--- src/rtl/line_fill_buffer.sv ---
// Line fill buffer: captures a burst of up to 16 words into a register line,
// then presents them in order to a downstream 16:1 word mux via sel.
module line_fill_buffer #(
    parameter int DATA_W = 32,
    parameter int DEPTH  = 16
) (
    input  logic                    clk,
    input  logic                    rst,
    input  logic                    start,
    input  logic                    flush,
    input  logic                    in_valid,
    input  logic [DATA_W-1:0]       in_data,
    input  logic                    in_last,
    output logic                    in_ready,
    output logic [DEPTH*DATA_W-1:0] line_data,
    output logic [3:0]              sel,
    output logic                    out_valid,
    input  logic                    out_ready,
    output logic                    out_last,
    output logic [4:0]              len,
    output logic                    ovf_err
);

    typedef enum logic [1:0] {
        IDLE  = 2'd0,
        FILL  = 2'd1,
        DRAIN = 2'd2
    } state_t;

    state_t     state_q;
    logic [3:0] wptr_q;
    logic [3:0] rptr_q;
    logic [4:0] len_q;
    logic       ovf_q;

    logic [3:0] wptr_d;
    logic [3:0] rptr_d;
    logic       accept;
    logic       last_word;

    // flush outranks every beat, so a beat in the flush cycle never lands
    assign accept    = (state_q == FILL) && in_valid && !flush;
    assign wptr_d    = wptr_q + 4'd1;
    assign rptr_d    = rptr_q + 4'd1;
    assign last_word = ({1'b0, rptr_q} == (len_q - 5'd1));

    always_ff @(posedge clk) begin
        if (rst) begin
            state_q <= IDLE;
            wptr_q  <= 4'd0;
            rptr_q  <= 4'd0;
            len_q   <= 5'd0;
            ovf_q   <= 1'b0;
        end else if (flush) begin
            state_q <= IDLE;
            wptr_q  <= 4'd0;
            rptr_q  <= 4'd0;
        end else begin
            case (state_q)
                IDLE: begin
                    if (start) begin
                        state_q <= FILL;
                        wptr_q  <= 4'd0;
                        rptr_q  <= 4'd0;
                        ovf_q   <= 1'b0;
                    end
                end
                FILL: begin
                    if (in_valid) begin
                        wptr_q <= wptr_d;
                        if (in_last) begin
                            len_q   <= {1'b0, wptr_q} + 5'd1;
                            state_q <= DRAIN;
                            rptr_q  <= 4'd0;
                        end else if (wptr_q == 4'd15) begin
                            // line full without a terminating beat
                            len_q   <= 5'd16;
                            ovf_q   <= 1'b1;
                            state_q <= DRAIN;
                            rptr_q  <= 4'd0;
                        end
                    end
                end
                DRAIN: begin
                    if (out_ready) begin
                        rptr_q <= rptr_d;
                        if (last_word) begin
                            state_q <= IDLE;
                        end
                    end
                end
                default: state_q <= IDLE;
            endcase
        end
    end

    generate
        for (genvar gi = 0; gi < DEPTH; gi++) begin : g_entry
            logic [DATA_W-1:0] entry_q;

            always_ff @(posedge clk) begin
                if (rst) begin
                    entry_q <= '0;
                end else if (accept && (wptr_q == 4'(gi))) begin
                    entry_q <= in_data;
                end
            end

            assign line_data[gi*DATA_W +: DATA_W] = entry_q;
        end
    endgenerate

    // handshake outputs are forced low for the whole reset cycle
    assign in_ready  = !rst && (state_q == FILL);
    assign out_valid = !rst && (state_q == DRAIN);
    assign sel       = out_valid ? rptr_q : 4'd0;
    assign out_last  = out_valid && last_word;
    assign len       = len_q;
    assign ovf_err   = ovf_q;

endmodule

--- config.mk ---
export PLATFORM = sky130hd
export DESIGN_NAME = line_fill_buffer
export DESIGN_NICKNAME = d
export VERILOG_FILES = /design/src/rtl/line_fill_buffer.sv
export SDC_FILE = /design/constraint.sdc
export NUM_CORES = 1
export LEC_CHECK = 0
export BUFFER_PORTS_ARGS = -buffer_cell sky130_fd_sc_hd__buf_2
export CAP_MARGIN = 20
export CORE_MARGIN = 1.5
export CORE_UTILIZATION = 38
export DETAILED_ROUTE_END_ITERATION = 10
export HOLD_SLACK_MARGIN = 0.15
export PLACE_DENSITY = 0.74
export SYNTH_ARGS = -nofsm -noshare
export SYNTH_HDL_FRONTEND = slang
export SYNTH_SLANG_ARGS = --single-unit
--- constraint.sdc ---
create_clock -name clk -period 1.9 [get_ports clk]
set_input_delay 0.38 -clock clk [delete_from_list [all_inputs] [get_ports clk]]
set_output_delay 0.38 -clock clk [all_outputs]
set_load 0.02 [all_outputs]
==> impl_metrics.env <==
export IMPL_violations="setup timing"
export IMPL_crit_path_top_delay_cell="dfxtp_2"
export IMPL_met1Wirelength_microns=26000
export IMPL_cpPeakStageDelay_ps=330
export IMPL_route_detailed_wl_per_inst_microns=18.8
export IMPL_min_period_ps=2360
export IMPL_fin_nets=2938
export IMPL_area_growth_pct=28.0
export IMPL_synth_edf_count=0
export IMPL_gp_congestion=0.836
export IMPL_drc=0
export IMPL_fin_util=0.491
export IMPL_cts_num_sinks=528
export IMPL_grt_util_all_layers=0.248
export IMPL_syn_cell_area_sq_mm=0.0192
export IMPL_root_buffer="clkbuf_16"
export IMPL_status="finished with violations"
export IMPL_criticalPathCategory="register to primary output"
export IMPL_max_slew_margin=0.540
export IMPL_cap_viol_max_count=0
export IMPL_tightest_slew_ps=690
export IMPL_place_area_sq_mm=0.0226
export IMPL_seq_area_sq_mm=0.0106
export IMPL_cts_tree="yes"
export IMPL_power_leakage_uw=0.0101
export IMPL_rows=82
export IMPL_overflow=0
export IMPL_drv_slew=0
export IMPL_die_w_microns=228
export IMPL_path_cells="inv_2 -> ha_4 -> o21ba_4 -> a221o_1 -> nand2_1 -> and3_4 -> buf_6"
export IMPL_viasPerCell=5.03
export IMPL_multiInputGateArea_sq_mm=0.00738
export IMPL_portBuffers=563
export IMPL_timing_fmax_mhz=423
export IMPL_clk_pin_slew_ps=60
export IMPL_ys_seq_area_frac=0.552
export IMPL_critPathCaptureType="primary output"
export IMPL_cp_start_kind="register"
export IMPL_grt_pass1_wl_microns=98000
export IMPL_grt_pass1_vias=16300
export IMPL_layout_drive_gt1_share=0.252
export IMPL_wl_met2_microns=33300
export IMPL_synth_nets=2495
export IMPL_cts_htree_levels=2
export IMPL_vias=18100
export IMPL_hpwl_microns=44100
export IMPL_setup_slack_ps=-464
export IMPL_ir_drop_mv=0.754
export IMPL_firstDrtPassIters=6
export IMPL_ys_ff_latch=528
export IMPL_initial_utilization=0.383
export IMPL_crit_family="compound AO/OA/AOI/OAI gates"
export IMPL_p_per_area_mw_per_mm2=924
export IMPL_met3WireLength_microns=5940
export IMPL_avgSynthCellArea_sq_um=7.82
export IMPL_cp_num_buf_inv=2
export IMPL_design_area_sq_mm=0.0245
export IMPL_synth_ff_type="dfxtp_1"
export IMPL_grt_antenna_before_repair=1
export IMPL_crit_path_max_fanout=4
export IMPL_yosysUniqueCellTypes=47
export IMPL_required_ps=1520
export IMPL_dieArea_sq_mm=0.0518
export IMPL_drtIter0Drc=1807
export IMPL_syn_inst=2450
export IMPL_hold_class="primary input to register"
export IMPL_core_area_sq_mm=0.0500
export IMPL_ios=564
export IMPL_setup_tns_ps=-526
export IMPL_die_y_microns=228
export IMPL_period_share=1.24
export IMPL_setup_viol=5
export IMPL_drt_wl_total_microns=67700
export IMPL_arrival_ps=1980
export IMPL_cts_made_buffers=53
export IMPL_grt_max_degree=117
export IMPL_clock_latency_ps=590
export IMPL_hold_viol_final=0
export IMPL_clock_skew_ps=24.5
export IMPL_top_layer="met4"
export IMPL_ys_warn_count=0
export IMPL_rsz0062_at_grt="true"
export IMPL_fillerInstances=4810
export IMPL_cts_buffer_depth=3
export IMPL_ys_async_sr_fraction=0
export IMPL_antenna_left=0
[cell usage in the layout, fill, tap and decap left out, types with 2 or more instances in the layout]
master and n:
clkbuf_8 10, buf_4 30, mux2i_1 3, inv_1 6, nor2b_4 2, dlygate4sd3_1 4, buf_2 556, and2_1 4
nand3b_1 3, ha_1 5, nand3_2 5, nor3_1 3, a21oi_1 519, buf_6 5, dfxtp_2 4, a22oi_1 2
nor4_1 2, inv_2 2, and3_1 12, clkbuf_16 54, diode_2 2, dfxtp_1 523, xnor2_1 5, buf_12 38
or3_1 5, nand3_1 17, o21ai_0 3, a21o_1 2, a32oi_1 2, bufinv_16 6, clkinv_4 3, nor3_4 4
xor2_1 2, or2_2 2, clkbuf_1 13, clkinv_2 6, nor2_1 13, nand2_1 1033
[synth_stat cells (2+ instances only)]
cell	instances	area (sq um)
nand3b_1	3	22.5
nor4_1	2	12.5
xnor2_1	5	43.8
nor2b_1	3	18.8
nand2_1	1033	3880
a21oi_1	519	2600
mux2i_1	3	30.0
a22oi_1	2	15.0
a21o_1	2	15.0
nor3_1	3	15.0
buf_1	11	41.3
nor3_2	3	30.0
dfxtp_1	528	10600
and2_1	4	25.0
nor2_1	13	48.8
buf_6	13	146
and3_1	13	81.3
or3_1	5	31.3
buf_4	40	300
ha_1	6	75.1
inv_1	8	30.0
or2_2	2	12.5
nand3_2	5	50.1
clkbuf_1	113	424
buf_2	69	345
o21ai_0	3	15.0
xor2_1	2	17.5
nand3_1	17	85.1
a32oi_1	2	17.5
[per-stage QoR]
| step | hold slack (ps) | worst slack [ps] | instances | total power, uW |
|---|---|---|---|---|
| detailed placement | 443 | 6.08 | 3504 | 12000 |
| global route | 177 | -552 | 3605 | 23300 |
| global placement | 438 | -29.0 | 3504 | 12000 |
| CTS | 162 | -493 | 3605 | 22700 |
| finish | 205 | -464 | 3607 | 22700 |
| floorplan | 475 | 3.21 | 2450 | 11700 |
[final cells by class]
type | count | share of cell area
Tap cell | 672 | 0.0343
Antenna cell | 2 | 0.000204
Clock inverter | 18 | 0.0110
Clock buffer | 77 | 0.0627
Multi-Input combinational cell | 1668 | 0.301
Sequential cell | 528 | 0.431
Timing Repair Buffer | 634 | 0.158
Inverter | 8 | 0.00122
[power breakdown]
group / total, uW / internal [uW] / switching (uW)
clock: 10900 / 6430 / 4430
combinational: 709 / 129 / 580
sequential: 11100 / 11100 / 8.06
total: 22700 / 17600 / 5020
[state kept, by name, indices dropped and copies added (netlist names)]
name,cells
len,5
state_q,2
g_entry.entry_q,512
wptr_q,4
ovf_err,1
rptr_q,4
[timing repair]
| item | in CTS | in global routing |
|---|---|---|
| pin swaps | 3 | 0 |
| endpoints found under the setup margin | 6 | 9 |
| hold buffers | 4 | 0 |
| resized for setup | 23 | 4 |
| setup buffers | 2 | 0 |
| hold endpoints to repair | 10 | 0 |
[path summary, 6_finish.rpt]
check,cells past startpoint,startpoint,slack [ps],end
setup / recovery,7,len[1],-460,out_last
hold / removal,4,rst,210,rptr_q[0]
setup reg to reg,7,state_q[0],100,g_entry[9].entry_q[19]
hold reg to reg,2,g_entry[10].entry_q[17],450,g_entry[10].entry_q[17]
[routing by layer]
layer	vias up	track usage
met2	852	0.422
li1	8709	-
met3	153	0.0493
met5	-	0
met4	0	0.108
met1	8417	0.303
[worst min-delay path, stage by stage]
cell	delay (ps)
buf_8	120
nor2_1	110
nand2_1	80
a21oi_1	30
[kinds of logic after synthesis]
family          synth area share
simple gates               0.229
compound gates             0.143
flops                      0.552
buf+inv                   0.0672
xor+xnor                 0.00320
fa+ha+maj                0.00392
mux                      0.00157
Note: power is estimated with default switching activity, not from simulation.
